<file path="src/rtl/ptw_mem_responder_pkg.sv">
// Shared types for the PTW memory responder: FSM states, PTE cache entry, dbus structs.
package ptw_mem_responder_pkg;

    localparam int PTE_TAG_LSB = 3;
    localparam int PTE_TAG_MSB = 55;
    localparam int PTE_TAG_W   = PTE_TAG_MSB - PTE_TAG_LSB + 1;

    typedef enum logic [1:0] {IDLE, BUS, RESP, GAP} ptw_rsp_state_t;

    typedef struct packed {
        logic                 valid;
        logic [PTE_TAG_W-1:0] tag;
        logic [63:0]          data;
    } pte_cache_entry_t;

    typedef enum logic [2:0] {MSIZE1 = 3'd0, MSIZE2 = 3'd1, MSIZE4 = 3'd2, MSIZE8 = 3'd3} msize_t;

    typedef struct packed {
        logic        valid;
        logic [63:0] addr;
        msize_t      size;
        logic [7:0]  strobe;
        logic [63:0] data;
    } dbus_req_t;

    typedef struct packed {
        logic        addr_ok;
        logic        data_ok;
        logic [63:0] data;
    } dbus_resp_t;

    // PTEs are 8-byte aligned, so the low three address bits carry no information.
    function automatic logic [PTE_TAG_W-1:0] pte_tag(input logic [63:0] addr);
        return addr[PTE_TAG_MSB:PTE_TAG_LSB];
    endfunction

endpackage

</file>
<file path="src/rtl/ptw_mem_responder_cache.sv">
// Small fully-associative PTE cache: combinational lookup, round-robin fill, bulk flush.
module pte_cache
    import ptw_mem_responder_pkg::*;
#(
    parameter int ENTRIES = 4
) (
    input  logic                 clk,
    input  logic                 reset,
    input  logic                 flush,
    input  logic [PTE_TAG_W-1:0] lookup_tag,
    output logic                 hit,
    output logic [63:0]          hit_data,
    input  logic                 fill,
    input  logic [PTE_TAG_W-1:0] fill_tag,
    input  logic [63:0]          fill_data
);

    localparam int PTR_W = (ENTRIES > 1) ? $clog2(ENTRIES) : 1;

    pte_cache_entry_t       entries [ENTRIES];
    logic [PTR_W-1:0]       ptr;

    // Tag match across all entries; tags are unique so OR-merging the data is safe.
    // A flush in the same cycle forces a miss.
    always_comb begin
        hit      = 1'b0;
        hit_data = '0;
        for (int i = 0; i < ENTRIES; i++) begin
            if (entries[i].valid && entries[i].tag == lookup_tag) begin
                hit      = 1'b1;
                hit_data = hit_data | entries[i].data;
            end
        end
        if (flush) hit = 1'b0;
    end

    // Entry storage and replacement pointer; flush beats a same-cycle fill.
    always_ff @(posedge clk or posedge reset) begin
        if (reset) begin
            for (int i = 0; i < ENTRIES; i++) entries[i] <= '0;
            ptr <= '0;
        end else if (flush) begin
            for (int i = 0; i < ENTRIES; i++) entries[i].valid <= 1'b0;
        end else if (fill) begin
            entries[ptr] <= '{valid: 1'b1, tag: fill_tag, data: fill_data};
            ptr          <= (ptr == PTR_W'(ENTRIES - 1)) ? '0 : ptr + PTR_W'(1);
        end
    end

endmodule

</file>
<file path="src/rtl/ptw_mem_responder.sv">
// PTE read responder for the Sv39 walker: cache hit path plus dbus miss path.
module ptw_mem_responder
    import ptw_mem_responder_pkg::*;
#(
    parameter int ENTRIES = 4
) (
    input  logic        clk,
    input  logic        reset,
    input  logic        mem_req,
    input  logic [63:0] mem_addr,
    output logic [63:0] pte,
    output logic        pte_valid,
    input  logic        flush,
    output dbus_req_t   dreq,
    input  dbus_resp_t  dresp,
    output logic        busy
);

    ptw_rsp_state_t state_q, state_d;
    logic [63:0]    addr_q;
    logic [63:0]    pte_q;
    logic           abort_q;    // walker dropped mem_req during the bus read
    logic           flushed_q;  // flush seen during the bus read: don't cache the result
    logic           hit;
    logic [63:0]    hit_data;
    logic           fill;

    // Only the tag bits of the address and the data_ok/data of the response matter.
    logic unused_bits;
    assign unused_bits = ^{mem_addr[63:56], mem_addr[2:0], dresp.addr_ok};

    pte_cache #(.ENTRIES(ENTRIES)) u_cache (
        .clk        (clk),
        .reset      (reset),
        .flush      (flush),
        .lookup_tag (pte_tag(mem_addr)),
        .hit        (hit),
        .hit_data   (hit_data),
        .fill       (fill),
        .fill_tag   (pte_tag(addr_q)),
        .fill_data  (dresp.data)
    );

    assign fill = (state_q == BUS) && dresp.data_ok && !flushed_q;

    // Next-state logic; an abandoned walker request still waits for the bus.
    always_comb begin
        state_d = state_q;
        case (state_q)
            IDLE: if (mem_req) state_d = hit ? RESP : BUS;
            BUS:  if (dresp.data_ok) state_d = (abort_q || !mem_req) ? GAP : RESP;
            RESP: state_d = GAP;
            GAP:  state_d = IDLE;
            default: state_d = IDLE;
        endcase
    end

    // State register plus address/PTE latches and the per-transaction flags.
    always_ff @(posedge clk or posedge reset) begin
        if (reset) begin
            state_q   <= IDLE;
            addr_q    <= '0;
            pte_q     <= '0;
            abort_q   <= 1'b0;
            flushed_q <= 1'b0;
        end else begin
            state_q <= state_d;
            if (state_q == IDLE) begin
                abort_q   <= 1'b0;
                flushed_q <= 1'b0;
                if (mem_req) begin
                    addr_q <= mem_addr;
                    if (hit) pte_q <= hit_data;
                end
            end
            if (state_q == BUS) begin
                if (!mem_req) abort_q   <= 1'b1;
                if (flush)    flushed_q <= 1'b1;
                if (dresp.data_ok) pte_q <= dresp.data;
            end
        end
    end

    // Bus request is a pure function of state so reset drops it immediately.
    always_comb begin
        dreq        = '0;
        dreq.valid  = (state_q == BUS);
        dreq.addr   = addr_q;
        dreq.size   = MSIZE8;
    end

    assign pte       = pte_q;
    assign pte_valid = (state_q == RESP);
    assign busy      = (state_q != IDLE);

endmodule

</file>
<file path="config.mk">
export PLATFORM = sky130hd
export DESIGN_NAME = ptw_mem_responder
export DESIGN_NICKNAME = d
export VERILOG_FILES = /design/src/rtl/ptw_mem_responder_pkg.sv /design/src/rtl/ptw_mem_responder_cache.sv /design/src/rtl/ptw_mem_responder.sv
export SDC_FILE = /design/constraint.sdc
export NUM_CORES = 1
export LEC_CHECK = 0
export CAP_MARGIN = 15
export CORE_AREA = 10 10 259 261
export DETAILED_ROUTE_END_ITERATION = 8
export DIE_AREA = 0 0 269 271
export PLACE_DENSITY = 0.73
export SYNTH_ARGS = -nofsm -noshare
export SYNTH_HDL_FRONTEND = slang
export SYNTH_SLANG_ARGS = --single-unit
</file>
<file path="constraint.sdc">
create_clock -name clk -period 55.8 [get_ports clk]
set_clock_uncertainty 0.1 [all_clocks]
set_input_delay 16.74 -clock clk [delete_from_list [all_inputs] [get_ports clk]]
set_output_delay 16.74 -clock clk [all_outputs]
set_load 0.05 [all_outputs]
</file>
Word level (Yosys, flattened, before mapping). Index checks and enable logic that the tools add are counted.

Input port bits: 134. Bits in registers: 606. Logic and storage cells: 86.

Bitwise gates (word level): 5. Multiplexer cells: 34. Equality and inequality tests: 10. Magnitude comparators: 2. $add $sub $neg: 1. Reduce and logical (&&, ||, !) cells: 16.

Operator list (number): $mux W64 (9); $bwmux W472 (1); $mux W472 (1); $demux W118 S2 (1); $eq A53 B53 Y1 (4); $or A64 B64 Y64 (3); $mux W118 (1); $mux W1 (16); $mux W2 (4); $pmux W2 S4 (1); $logic_and A1 B1 Y1 (7); $eq A2 B2 Y1 const B (3); $reduce_and A2 Y1 (3); $reduce_bool A2 Y1 (2); $ge A3 B3 Y1 const B (1); $lt A3 B1 Y1 const B (1); $not A2 Y3 (1); $add A2 B1 Y2 const B (1); $eq A2 B1 Y1 const B (1); $logic_not A1 Y1 (2); $logic_not A2 Y1 (1); $ne A2 B1 Y1 const B (1); $ne A2 B2 Y1 const B (1); $logic_or A1 B1 Y1 (1); $not A1 Y1 (1).

Logic depth before layout (Yosys ltp). Gate-level depths: netlist of run 1.

Depth in word-level cells: 14. Gate-level depth with buffers: 11.

Modules after synthesis. Synthesis of run 1 repeated with hierarchy kept, for this count alone.

Cells, all modules: 2308. Area, all modules: 28055.7 um^2.

Modules (own cells, without submodules): pte_cache (instances 1, area an instance 21866.0 um^2, cells an instance 1715, seq. area each 11861.4 um^2); ptw_mem_responder (instances 1, area an instance 6189.7 um^2, cells an instance 593, seq. area each 3303.2 um^2).

Worst setup path before layout of run 1. Ideal clock, no wire load.

Path type: input to register. From: input mem_addr[8]. To: register pte_q[10], in the netlist pte[10]. Library setup time: 141 ps. Arrival: 18841 ps. Stages: 11. Path slack: 36718 ps. Required time: 55559 ps. Path through: buf_6 -> xnor2_1 -> o211ai_1 -> or4_1 -> or4_4 -> o21bai_2 -> o311a_2 -> buf_6 -> buf_2 -> and3_1 -> o31ai_2.

Cells in the longest elaborated chain, start to end: 14.

Ends and longest elaborated chain: from (decl) (line ptw_mem_responder.sv:10) `input logic [63:0] mem_addr,`; $eq A53 B53 Y1 (line ptw_mem_responder_cache.sv:29) `if (entries[i].valid && entries[i].tag == lookup_tag) begin`; $logic_and A1 B1 Y1 (line ptw_mem_responder_cache.sv:29); $mux W64 (line ptw_mem_responder_cache.sv:29); $or A64 B64 Y64 (line ptw_mem_responder_cache.sv:31) `hit_data = hit_data | entries[i].data;`; $mux W64 (line ptw_mem_responder_cache.sv:29); $or A64 B64 Y64 (line ptw_mem_responder_cache.sv:31); $mux W64 (line ptw_mem_responder_cache.sv:29); $or A64 B64 Y64 (line ptw_mem_responder_cache.sv:31); $mux W64 (line ptw_mem_responder_cache.sv:29); $mux W64 (*) (line ptw_mem_responder.sv:73) `if (hit) pte_q <= hit_data;`; $mux W64 (*) (line ptw_mem_responder.sv:71) `if (mem_req) begin`; $mux W64 (*) (line ptw_mem_responder.sv:68) `if (state_q == IDLE) begin`; $mux W64 (line ptw_mem_responder.sv:79) `if (dresp.data_ok) pte_q <= dresp.data;`; $mux W64 (*) (line ptw_mem_responder.sv:76) `if (state_q == BUS) begin`; to (signal assigned) (line ptw_mem_responder.sv:73); to (signal assigned) (line ptw_mem_responder.sv:79); to (decl) (line ptw_mem_responder.sv:21) `logic [63:0] pte_q;`.

Mark *: on every way between the ends. The rest lies on a longest branch, timed or not. A chain may end at the register's enable or synchronous reset.

Worst setup path in the final report of run 1.
From: input mem_addr[12]. To: register pte_q[4], in the netlist pte[4].

Same word-level chain as after synthesis.

==> results of run 1 <==
synth_stat cells (8+ instances only):
library cell  instances
inv_1                40
buf_2                16
o22ai_1               9
buf_1                 9
nor4_1               18
o21ai_0              11
buf_4                77
dfrtp_1             606
xnor2_1             133
mux2_2              532
o31ai_2              21
o31ai_1              44
nand4_1              39
buf_6                 8
clkbuf_1            122
nand2b_1             18
nor2_1               70
nand2_1              77
and3_1               63
xor2_1               44
a22oi_1             129
layout make-up:
cell class              count  area, um2  area share, %
inverters                  40        158          0.480
repair buffers            283       2780           8.48
well taps                 837       1050           3.19
clock buffers             101       2040           6.21
multi-input cells        1331      11400           34.7
flip-flops and latches    606      15200           46.2
diodes                      6       15.0         0.0458
clock inverters            21        234          0.713
through the flow:
stage	total power, mW	util [%]	cell area [um2]	hold slack (ps)
after floorplan	1.12	-	27900	364
after global placement	1.31	49.6	30500	383
after detailed placement	1.34	49.6	30500	393
after CTS	1.80	53.3	32800	406
after global routing	1.86	53.3	32800	411
final	1.78	53.3	32800	404
critical path: stages:
cell             delay, ps
clkdlybuf4s50_1        570
xnor2_1                650
nand4_1                260
nor4_1                 380
and4_2                 280
buf_4                  770
o21bai_2               300
o311a_4                620
buf_4                  730
and3_1                 300
o31ai_1                 80
report_power, final:
| part | switching [mW] | leakage [nW] | internal, mW |
|---|---|---|---|
| registers | 0.130 | 7.90 | 0.605 |
| clock network | 0.182 | 1.11 | 0.268 |
| logic | 0.338 | 5.79 | 0.258 |
layer usage:
| metal | up-vias | routed length, um | track usage [%] |
|---|---|---|---|
| li1 | 7838 | - | - |
| met1 | 9321 | 32300 | 26.9 |
| met2 | 582 | 36200 | 32.9 |
| met3 | 106 | 5030 | 3.70 |
| met4 | 0 | 1800 | 7.05 |
| met5 | - | 0 | 0 |
logic make-up after synthesis:
family	share of synthesized area, %
XOR/XNOR	5.62
multiplexers	21.7
other	0.0272
AO/OA/AOI/OAI	6.93
flip-flops	54.9
buffers and inverters	5.04
AND/OR/NAND/NOR	5.43
adder cells (fa/ha/maj)	0.317
state kept, by name (all words and copies together), names as in the netlist:
| register | count |
|---|---|
| state_q | 2 |
| u_cache.entries | 472 |
| pte | 64 |
| addr_q | 64 |
| u_cache.ptr | 2 |
| abort_q | 1 |
| flushed_q | 1 |
how the worst max path moves through the flow:
stage,to,slack (ps),cells after the start
floorplan,abort_q,22000,1
finish,pte[4],34340,11
detailed placement,pte[4],33770,11
CTS,pte[4],34390,11
global placement,pte[4],33790,11
global route,pte[7],34130,11
==> flow_summary.yaml, run 1 <==
outcome:
  outcome: "completed"
place:
  dpl_worst_slack_ps: 33770
  gp_congestion: 0.913
  port_buffers: 263
  dp_hpwl_um: 48900
  place_inst: 3097
clock_tree:
  cts_root_buf: "clkbuf_16"
  cts_sinks: 606
  cts_buffer_depth: 3
  cts_buffers: 68
  cts_tree: "done"
  postCtsSetupRepairBufs: 0
  clkSlewWorstSetupHoldPaths_ps: 50
  htreeDepth: 3
  cts_resized: 0
  insertion_delay_ps: 600
  ctsHoldBuffers: 0
timing:
  hold_viol_final: 0
  maxSlewHeadroom_pct: 26.1
  worst_slew_pin_slew_ps: 1110
  fin_ws_ps: 34340
  fin_setup_tns_ps: 0
  max_freq_mhz: 46.6
  rsz0062_at_grt: "no"
  maxSlewViolCount: 0
  layout_min_cycle_time_ps: 21460
  final-setup-viol-count: 0
  min_period_over_period_pct: 38.5
critical_path:
  cp.arrival_ps: 21790
  critPathKind: "input port to flop"
  crit_path_max_fanout: 70
  r2r_end: "pte[4]"
  worstReg2RegStart: "u_cache.entries[427]"
  worst_setup_path_start_kind: "input port"
  crit_start: "mem_addr[12]"
  rr_worst_depth: 10
  rrSetupSlack_ps: 50770
  end_kind: "flop"
  crit_required_ps: 56130
route:
  num_vias: 17800
  firstDrtPassIters: 5
  drt.antenna.violating_nets: 0
  avgViaCountPerCell: 5.53
  drc: 0
  drt_iter0_markers: 1367
  wl_per_cell_um: 23.4
  wl_um: 75400
grt:
  grt_overflow_total: 0
  track_usage_pct: 20.3
  grt_pass1_vias: 18900
  antenna_found_initial: 8
  grt_pass1_wl_um: 114000
  grt_max_degree: 127
die:
  io_pins: 340
  num_rows: 91
  start_util_pct: 44.8
  fp.dieH_um: 271
  core_um2: 61600
  die_area_um2: 72900
  die_w_um: 269
cells_and_area:
  drive_gt1_share_pct: 29.3
  fin_nets: 2471
  fin_cells: 3225
  fill_cells: 5130
  layout_commonest_cell: "dfrtp_1"
  syn2layout_area_growth_pct: 18.9
  mostFrequentLayoutCells: "606 x dfrtp_1, 532 x mux2_2, 263 x clkdlybuf4s50_1, 133 x xnor2_1, 129 x a22oi_1"
hold_path:
  whs_path_depth: 1
  min_from: "u_cache.entries[122]"
  hp-class: "flop to flop"
  hold_path_end: "u_cache.entries[122]"
flow_run:
  maxCapViolations: 0
logic_synthesis:
  ys_warn_count: 0
  ys_seq_area_share_pct: 54.9
  synth_ff_type: "dfrtp_1"
  synthCells: 2136
  ys_seq_elements: 606
  synth-async-reset-ratio_pct: 100
  synth.area.top_cells: "dfrtp_1 55%, mux2_2 22%, xnor2_1 4.2%"
  syn_area_um2: 27600
  yosysUniqueCellTypes: 44
  synth.top_cell.area_share_pct: 54.9
  synth_area_leader_cell: "dfrtp_1"
  avgSynthCellArea_um2: 12.9
  synth_edf_count: 0
power:
  ir_worst_vdd_mv: 0.0436
  p_leak_nw: 14.8
  p_per_area_nw_per_um2: 54.3
(Power assumes the default switching activity.)
==> inputs of run 2 (changes only) <==
clock period = 21.5 ns   (was 55.8 ns; I/O delays follow)
==> run 2 against run 1 <==
  * Critical path type unchanged
  * Global-route usage barely moved
  * Register-to-register slack got worse by 34000 ps
  * Via count rose by 0.16%
  * Sequential share of layout area fell by 0.21 points
  * Sequential power rose to 2.6 times the previous value
  * Largest power group unchanged
  * Cell count fell by 0.19%
==> flow_summary.yaml, run 2 (same netlist as run 1, synthesis figures left out) <==
outcome:
  outcome: "completed"
timing:
  holdWs_ps: 401
  worst_slew_pin_slew_ps: 1160
  hold_viol_final: 0
  fin_setup_tns_ps: 0
  maxSlewViolCount: 0
  layout_min_cycle_time_ps: 11080
  final-setup-viol-count: 0
  rsz0062_at_grt: "no"
  max_freq_mhz: 90.2
  min_period_over_period_pct: 51.5
  maxSlewHeadroom_pct: 22.4
route:
  met2_length_um: 36300
  drt_iter0_markers: 1357
  avgViaCountPerCell: 5.55
  firstDrtPassIters: 5
  drc: 0
  num_vias: 17900
  met3_length_um: 4960
  top_layer: "met5"
  wl_per_cell_um: 23.5
  wl_um: 75500
  wl_met1_um: 32400
  drt.antenna.violating_nets: 0
critical_path:
  critPathTopFamily: "buffers and inverters"
  worst_setup_path_start_kind: "input port"
  worstReg2RegStart: "u_cache.entries[427]"
  cp.arrival_ps: 11430
  cp_common_cell: "buf_4"
  crit_required_ps: 21840
  cp_slowest_stage_delay_ps: 750
  path_cells: "clkdlybuf4s50_1, xnor2_1, nand4_1, nor4_1, and4_2, buf_4, o21bai_2, o311a_4, buf_4, and3_1, o31ai_2"
  end_kind: "flop"
  cp.buffers_inverters: 3
  r2r_end: "pte[9]"
  critPathKind: "input port to flop"
  rrSetupSlack_ps: 16650
  crit_path_max_fanout: 80
  cpMaxStageDelayCell: "buf_4"
  rr_worst_depth: 10
die:
  io_pins: 340
  core_um2: 61600
  start_util_pct: 44.8
  die_area_um2: 72900
  die_w_um: 269
  num_rows: 91
  fp.dieH_um: 271
power:
  p_leak_nw: 14.9
  p_per_area_nw_per_um2: 143
  p_total_mw: 4.70
  ir_worst_vdd_mv: 0.0940
place:
  dp_hpwl_um: 48400
  gp_congestion: 0.886
  port_buffers: 263
cells_and_area:
  layout_commonest_cell: "dfrtp_1"
  syn2layout_area_growth_pct: 19.4
  drive_gt1_share_pct: 29.2
  mostFrequentLayoutCells: "606 x dfrtp_1, 532 x mux2_2, 263 x clkdlybuf4s50_1, 133 x xnor2_1, 129 x a22oi_1"
  finalCoreUtilization_pct: 53.5
  fin_nets: 2467
  regMostFlops: "u_cache.entries"
  largest_reg_flops: 472
hold_path:
  whs_path_depth: 1
  hp-class: "flop to flop"
  hold_path_end: "addr_q[1]"
  min_from: "addr_q[1]"
grt:
  track_usage_pct: 20.3
  antenna_found_initial: 10
  grt_pass1_wl_um: 115000
  grt_overflow_total: 0
  grt_pass1_vias: 18800
  grt_max_degree: 201
clock_tree:
  cts_sinks: 606
  cts_resized: 0
  cts_buffers: 66
  insertion_delay_ps: 610
  cts_buffer_depth: 3
  cts_tree: "done"
  postCtsSetupRepairBufs: 0
  htreeDepth: 3
  ctsHoldBuffers: 0
  clkSlewWorstSetupHoldPaths_ps: 60
  cts_root_buf: "clkbuf_16"
flow_run:
  maxCapViolations: 0
-- run 2: cell types whose count changed in the layout (fill, tap and decap cells not counted), sizes merged --
cell / previous run / this run
buf: 20 / 18
clkinvlp: 5 / 3
clkbuf: 101 / 92
inv: 45 / 42
clkinv: 8 / 9
bufinv: 3 / 12
-- run 2: metal layers --
metal / GRT usage (%) / vias up
met5: 0 / -
met4: 7.73 / 2
met3: 3.92 / 100
met2: 32.8 / 554
met1: 26.7 / 9393
li1: - / 7827
-- run 2: report_power, final --
| part | internal [mW] | switching (mW) | total (mW) |
|---|---|---|---|
| Sequential | 1.57 | 0.342 | 1.91 |
| Clock | 0.776 | 0.471 | 1.25 |
| Combinational | 0.669 | 0.877 | 1.55 |
-- run 2: cell type report --
cell class	count	area, um2
diodes	6	15.0
clock buffers	92	1930
clock inverters	26	480
fillers	5072	28600
inverters	40	154
multi-input cells	1331	11400
flip-flops and latches	606	15200
well taps	837	1050
repair buffers	281	2790
-- run 2: how the worst max path moves through the flow --
stage                     cells past startpoint      end    startpoint
final                                        11   pte[9]  mem_addr[12]
after global routing                         11   pte[9]  mem_addr[47]
after CTS                                    11   pte[9]  mem_addr[12]
after detailed placement                     11   pte[9]  mem_addr[47]
after global placement                       11   pte[9]  mem_addr[12]
after floorplan                               1  abort_q         reset
-- run 2: through the flow --
stage / cell area [um2] / std cells / setup WS (ps)
2_1_floorplan: 27900 / 2209 / 6680
3_3_place_gp: 30500 / 3095 / 9840
3_5_place_dp: 30500 / 3095 / 9810
4_1_cts: 33000 / 3213 / 10450
5_1_grt: 33000 / 3219 / 10150
6_report: 33000 / 3219 / 10420
==> inputs of run 3 (changes only) <==
PLACE_DENSITY = 0.76   (was 0.73)
clock period = 9.45 ns   (was 21.5 ns; I/O delays follow)
==> run 3 against run 2 <==
  * Final area is 0.38% lower
  * Core utilization decreased by 0.20 points
  * Total power rose by 120%
  * Critical endpoint is now pte[43]
==> flow_summary.yaml, run 3 (same netlist as run 1, synthesis figures left out) <==
outcome:
  outcome: "completed"
die:
  start_util_pct: 44.8
  core_um2: 61600
  io_pins: 340
  die_area_um2: 72900
  fp.dieH_um: 271
  num_rows: 91
  die_w_um: 269
clock_tree:
  cts_tree: "done"
  cts_buffers: 66
  postCtsSetupRepairBufs: 0
  cts_buffer_depth: 3
  insertion_delay_ps: 610
  htreeDepth: 3
  clkSlewWorstSetupHoldPaths_ps: 60
  ctsHoldBuffers: 0
  cts_sinks: 606
  cts_resized: 0
  cts_root_buf: "clkbuf_16"
critical_path:
  cp.buffers_inverters: 2
  crit_required_ps: 9830
  path_cells: "clkdlybuf4s50_1, xor2_1, nor4_1, nand4_1, nor4_2, buf_4, a22oi_1, and3_1, o31ai_1"
  worst_setup_path_start_kind: "input port"
  crit_path_max_fanout: 65
  critPathKind: "input port to flop"
  cpMaxStageDelayCell: "buf_4"
  end_kind: "flop"
  r2r_end: "pte[43]"
  cp_slowest_stage_delay_ps: 880
  critPathTopFamily: "simple AND/OR/NAND/NOR gates"
  cp-endpoint: "pte[43]"
  crit_start: "mem_addr[55]"
  rr_worst_depth: 8
  cp.depth: 9
  cp.arrival_ps: 6700
  worstReg2RegStart: "u_cache.entries[322]"
  rrSetupSlack_ps: 5670
power:
  p_total_mw: 10.6
  p_leak_nw: 14.8
  p_per_area_nw_per_um2: 321
  ir_worst_vdd_mv: 0.294
route:
  drt_iter0_markers: 1394
  avgViaCountPerCell: 5.51
  num_vias: 17700
  wl_per_cell_um: 23.6
  drt.antenna.violating_nets: 0
  firstDrtPassIters: 5
  drc: 0
  wl_um: 75700
cells_and_area:
  layout_commonest_cell: "dfrtp_1"
  largest_reg_flops: 472
  finalCoreUtilization_pct: 53.3
  drive_gt1_share_pct: 29.2
  mostFrequentLayoutCells: "606 x dfrtp_1, 532 x mux2_2, 263 x clkdlybuf4s50_1, 133 x xnor2_1, 129 x a22oi_1"
  fin_nets: 2466
  syn2layout_area_growth_pct: 19.0
  regMostFlops: "u_cache.entries"
timing:
  worst_slew_pin_slew_ps: 1120
  rsz0062_at_grt: "no"
  maxSlewViolCount: 0
  hold_viol_final: 0
  layout_min_cycle_time_ps: 6320
  final-setup-viol-count: 0
  maxSlewHeadroom_pct: 25.3
  max_freq_mhz: 158
  min_period_over_period_pct: 66.9
grt:
  grt_pass1_vias: 18700
  grt_max_degree: 195
  grt_overflow_total: 0
  track_usage_pct: 20.5
  antenna_found_initial: 5
  grt_pass1_wl_um: 115000
flow_run:
  maxCapViolations: 0
hold_path:
  hp-class: "flop to flop"
place:
  dp_hpwl_um: 48900
  gp_congestion: 0.899
  port_buffers: 263
-- run 3: per-stage QoR --
stage	hold slack (ps)	instances	worst slack, ps	area [um2]	setup TNS, ps
4_1_cts	406	3209	3130	32800	0
2_1_floorplan	364	2209	-1750	27900	-1061800
3_5_place_dp	393	3094	2560	30600	0
5_1_grt	412	3213	2970	32800	0
6_report	402	3213	3130	32800	0
3_3_place_gp	383	3094	2540	30600	0
-- run 3: layout make-up --
cell class                      instances  area [um2]
Antenna cell                            4        10.0
Clock buffer                           95        2000
Clock inverter                         20         273
Fill cell                            5125       28800
Inverter                               40         154
Multi-Input combinational cell       1331       11400
Sequential cell                       606       15200
Tap cell                              837        1050
Timing Repair Buffer                  280        2810
-- run 3: report_power, final --
part           switching [mW]  total [mW]  internal [mW]  leakage, nW
clock                    1.06        2.68           1.62         1.13
combinational            2.00        3.52           1.52         5.78
sequential              0.776        4.35           3.57         7.90
total                    3.84        10.6           6.71         14.8
-- run 3: worst min path at each step --
| stage | start | to | cells past startpoint |
|---|---|---|---|
| global route | u_cache.entries[236] | u_cache.entries[236] | 1 |
| finish | u_cache.entries[54] | u_cache.entries[54] | 1 |
| floorplan | flushed_q | flushed_q | 1 |
| detailed placement | u_cache.entries[54] | u_cache.entries[54] | 1 |
| global placement | flushed_q | flushed_q | 1 |
| CTS | u_cache.entries[54] | u_cache.entries[54] | 1 |
-- run 3: metal layers --
layer,wire length (um),GRT usage [%],up-vias
met2,36400,33.3,552
li1,-,-,7819
met1,32200,26.7,9204
met3,4940,4.20,129
met5,0,0,-
met4,2040,7.32,0
==> RTL change 1: new RTL, config.mk and constraints of run 1 <==
`ENTRIES` is set to 4 in 2 places; all go to 2.
--- a/src/rtl/ptw_mem_responder_cache.sv
+++ b/src/rtl/ptw_mem_responder_cache.sv
@@ -3,5 +3,5 @@
     import ptw_mem_responder_pkg::*;
 #(
-    parameter int ENTRIES = 4
+    parameter int ENTRIES = 2
 ) (
     input  logic                 clk,
--- a/src/rtl/ptw_mem_responder.sv
+++ b/src/rtl/ptw_mem_responder.sv
@@ -3,5 +3,5 @@
     import ptw_mem_responder_pkg::*;
 #(
-    parameter int ENTRIES = 4
+    parameter int ENTRIES = 2
 ) (
     input  logic        clk,
Behaviour: no difference found for any inputs over 4 cycles, from zero or initial values and one cycle with reset high; that may be too few to reach the edited logic, so the function may still have changed.
==> RTL change 1 against run 1 <==
- wire length down 33%
- critical path depth unchanged
- sequential share of layout area shrank 3.1 points
- worst setup slack improved by 700 ps
- total power is 27% lower
- utilization shrank 19 points
- area after synthesis shrank 39%
- synthesized cell count is 25% lower
- final area fell by 35%
- sequential cell count down 237
- critical path type unchanged
- sequential power shrank 34%
==> RTL change 1: results (changes against run 1) <==
| Metric | Value |
|---|---|
| Total GRT Usage | `13.5% (-6.8 points)` |
| Status | `finished clean` |
| Vias per cell | `4.64 (-16%)` |
| Antenna violations before repair | `6 (-2)` |
| First-pass GRT wire length | `78,000 um (-32%)` |
| Share of cells above drive strength 1 | `14.6% (-15 points)` |
| Cell Area, Placed | `19,900 um2 (-35%)` |
| Max VDD drop | `0.0000338 V (-23%)` |
| Drt first pass iters | `5 (unchanged)` |
| CTS H-tree lvls | `2 (-1)` |
| Fill count | `6,003 (+17%)` |
| Worst R2R End | `pte[18]` |
| Slowest stage delay, CP | `800 ps (+30 ps)` |
| Reg-to-Reg Start | `u_cache.entries[220]` |
| IO buf count | `263 (unchanged)` |
| Hold path cells | `2 (+1)` |
| Switching share of power | `40.9% (+4.4 points)` |
| Critical Path AT | `21,160 ps (-630 ps)` |
| Final net count | `1,962 (-21%)` |
| Slack of the worst reg-to-reg path | `51,410 ps (+640 ps)` |
| Synth async-reset ratio | `100% (unchanged)` |
| Clock power frac | `23.0% (-2.3 points)` |
| WL final | `50,700 um (-33%)` |
| CP Max Fanout | `113 (+61%)` |
| Post-DP HPWL | `33,400 um (-32%)` |
| Endpoint, Worst Hold | `u_cache.entries[148]` |
| LEAKAGE | `9.58 nW (-35%)` |
| Final Wtd Congestion | `0.845 (-7.5%)` |
| Detailed Route Iter0 Violations | `979 (-28%)` |
| HP Start | `u_cache.entries[148]` |
| Number of global-route vias before repair | `13,300 (-30%)` |
| Synth top area cells | `dfrtp_1 55%, mux2_2 11%, nand2_1 9.5%` |
| Worst skew pair latency | `580 ps (-20 ps)` |
| Max reg flops | `236 (-50%)` |
| Post-synth top cells | `424 x nand2_1, 369 x dfrtp_1, 170 x mux2_2, 130 x nand3_1, 86 x buf_4` |
| Register area share after synthesis | `54.9% (about the same)` |
| Worst slew pin tran | `1170 ps (+62.0 ps)` |
| Post-CTS Setup Inserts | `0 (unchanged)` |
| TritonCTS buffer count | `42 (-38%)` |
| Post-synthesis cell type count | `40 (-9.1%)` |
| Largest net degree at the start of global routing | `114 (-10%)` |
RTL change 1: changes by cell type in the layout (fill, tap and decap cells not counted), moves of 64 or more:
cell and delta:
dfrtp_1 -237, nand3_1 +129, nor2_1 -66, mux2_2 -362, nand2_1 +348, or3_1 +64
a22oi_1 -65
RTL change 1: kinds of logic after synthesis:
group / share of synthesized area, %
AND/OR/NAND/NOR: 17.4
flip-flops: 54.9
buffers and inverters: 6.72
multiplexers: 11.4
AO/OA/AOI/OAI: 4.88
XOR/XNOR: 4.43
adder cells (fa/ha/maj): 0.223
other: 0.0447
RTL change 1: how the worst max path moves through the flow:
stage / cells past startpoint / to / startpoint / slack [ps]
after global routing: 11 / pte[18] / mem_addr[7] / 34900
after CTS: 11 / pte[58] / mem_addr[41] / 35090
final: 11 / pte[18] / mem_addr[41] / 35040
after global placement: 11 / pte[44] / mem_addr[41] / 34540
after floorplan: 1 / abort_q / reset / 28710
after detailed placement: 11 / pte[58] / mem_addr[41] / 34490
RTL change 1: through the flow:
stage,setup slack [ps],instances,hold WS (ps),utilization [%]
CTS,35090,2696,378,34.7
global route,34900,2696,390,34.7
global placement,34540,2618,358,32.3
finish,35040,2697,375,34.7
floorplan,28710,1675,347,-
detailed placement,34490,2618,363,32.3
RTL change 1: final cells by class:
type,instances,area [um2],share of cell area [%]
Antenna cell,1,2.50,0.0117
Sequential cell,369,9230,43.2
Clock buffer,55,1200,5.61
Timing Repair Buffer,276,2730,12.8
Tap cell,837,1050,4.89
Multi-Input combinational cell,1108,6760,31.6
Clock inverter,23,309,1.44
Inverter,28,113,0.526
RTL change 1: critical path: cells and delay by family:
| family | cells | cell delay [ps] |
|---|---|---|
| simple gates | 6 | 1790 |
| compound gates | 1 | 260 |
| buf+inv | 3 | 1810 |
| xor+xnor | 1 | 430 |
RTL change 1: power by group through the flow:
stage                     sequential (mW)  combinational, mW  clock (mW)
after global placement              0.477              0.510           0
final                               0.484              0.519       0.299
after detailed placement            0.487              0.523           0
after CTS                           0.483              0.525       0.307
after floorplan                     0.620              0.203           0
after global routing                0.500              0.555       0.319
RTL change 1: per-layer routing:
| layer | vias up | global-route usage (%) | wire length (um) |
|---|---|---|---|
| li1 | 5711 | - | - |
| met1 | 6240 | 16.4 | 20600 |
| met2 | 451 | 22.0 | 24000 |
| met3 | 90 | 4.62 | 4540 |
| met4 | 12 | 4.61 | 1520 |
| met5 | - | 0 | 80 |
==> RTL change 2: new RTL, settings of run 1 <==
Without the edit above. Re-encode `ptw_rsp_state_t` (4 states) as one-hot, 4 bits wide.
--- a/src/rtl/ptw_mem_responder_pkg.sv
+++ b/src/rtl/ptw_mem_responder_pkg.sv
@@ -6,5 +6,5 @@
     localparam int PTE_TAG_W   = PTE_TAG_MSB - PTE_TAG_LSB + 1;
 
-    typedef enum logic [1:0] {IDLE, BUS, RESP, GAP} ptw_rsp_state_t;
+    typedef enum logic [3:0] {IDLE = 4'b0001, BUS = 4'b0010, RESP = 4'b0100, GAP = 4'b1000} ptw_rsp_state_t;
 
     typedef struct packed {
Function: no difference found for any inputs over 4 cycles, from zero or initial values and one cycle with reset high; so few cycles prove little.
==> RTL change 2 against run 1 <==
- area after synthesis is 11% higher
- worst setup slack better by 460 ps
- final cell count is 15% higher
- final area is 8.2% higher
- sequential cell count is 2 higher
- total power is 4.6% lower
- register-to-register slack better by 380 ps
- first-iteration DRC count is 81% higher
- wire length is 26% higher
- synthesized cell count is 26% higher
- critical path type unchanged
- highest routed layer is now met5
==> RTL change 2: results (changes against run 1) <==
| Metric | Value |
|---|---|
| Reg-to-Reg Start | `u_cache.entries[232]` |
| Cell Area, Placed | `33,300 um2 (+9.0%)` |
| Status | `finished clean` |
| Worst R2R End | `pte[56]` |
| HP Start | `state_q[3]` |
| Max VDD drop | `0.0000383 V (-12%)` |
| Slowest stage delay, CP | `960 ps (+190 ps)` |
| R2R cell count | `9 (-1)` |
| Placed cell count | `3,573 (+15%)` |
| Syn-to-layout area delta | `16.1%` |
| Final net count | `2,943 (+19%)` |
| Synth top area cells | `dfrtp_1 50%, mux2_2 19%, xnor2_1 4.5%` |
| WL final | `95,300 um (+26%)` |
| Number of global-route vias before repair | `23,600 (+25%)` |
| Post-layout min period | `21,000 ps (-462 ps)` |
| Post-synth top cells | `607 x dfrtp_1, 519 x mux2_2, 257 x nand3_1, 224 x nand2_1, 186 x clkbuf_1` |
| DRT met1 WL | `38,700 um (+20%)` |
| Register area share after synthesis | `49.7% (-5.2 points)` |
| Largest net degree at the start of global routing | `173 (+36%)` |
| Critical Path AT | `21,430 ps (-360 ps)` |
| WHS | `379 ps (-25.3 ps)` |
| Slew HR | `17.4% (-8.7 points)` |
| Routed vias | `23,100 (+29%)` |
| DR WL met2 | `44,500 um (+23%)` |
| Met2 GRT Util | `39.5% (+6.6 points)` |
| Slowest cell on the critical path | `o32ai_4` |
| Met1 Use GR | `34.8% (+7.9 points)` |
| Detailed Route Iter0 Violations | `2,480 (+81%)` |
| Post-synthesis cell type count | `51 (+16%)` |
| Metal3 WL | `9670 um (+92%)` |
| First-pass GRT wire length | `145,000 um (+27%)` |
| Total GRT Usage | `25.6% (+5.3 points)` |
| Share of cells above drive strength 1 | `25.5% (-3.7 points)` |
| Antenna violations before repair | `5 (-3)` |
| Switching share of power | `35.6% (-0.96 points)` |
| Final Non-Filler Cells | `3,696 (+15%)` |
| LEAKAGE | `14.8 nW (-0.21%)` |
| Synthesized area per cell | `11.3 um2 (-12%)` |
RTL change 2: changes by cell type in the layout (fill, tap and decap cells not counted), moves of 63 or more:
cell,delta
a22oi_1,-129
and3_1,-63
nand2_1,+141
nor3_1,+127
o32ai_1,+127
nand3_1,+255
o21ai_1,+63
nor2_1,-65
RTL change 2: worst max-delay path by stage:
| stage | from | end |
|---|---|---|
| after floorplan | reset | abort_q |
| after global placement | mem_addr[53] | pte[56] |
| after detailed placement | mem_addr[53] | pte[56] |
| after CTS | mem_addr[53] | pte[56] |
| after global routing | mem_addr[53] | pte[48] |
| final | mem_addr[53] | pte[56] |
RTL change 2: power by group through the flow:
stage                     logic, mW  clock network, mW  registers (mW)
final                         0.521              0.448           0.730
after global routing          0.553              0.473           0.746
after CTS                     0.521              0.453           0.726
after detailed placement      0.518                  0           0.732
after global placement        0.502                  0           0.718
after floorplan               0.288                  0           0.779
RTL change 2: kinds of logic (layout without fill, tap and decap cells):
kind of cell | Yosys count | after routing | synth area share [%]
flip-flops | 608 | 608 | 49.7
other | 2 | 77 | 0.0246
buffers and inverters | 368 | 452 | 5.85
adder cells (fa/ha/maj) | 4 | 4 | 0.164
multiplexers | 519 | 519 | 19.1
XOR/XNOR | 168 | 168 | 4.81
AND/OR/NAND/NOR | 711 | 711 | 11.1
AO/OA/AOI/OAI | 320 | 320 | 9.19
RTL change 2: area by class of cell:
| class | count | area share [%] |
|---|---|---|
| timing repair buffer | 294 | 8.14 |
| tap | 837 | 2.95 |
| sequential | 608 | 42.9 |
| clock buffer | 93 | 5.43 |
| inverter | 37 | 0.412 |
| antenna | 2 | 0.0141 |
| clock inverter | 28 | 0.818 |
| multi-input combinational | 1797 | 39.4 |
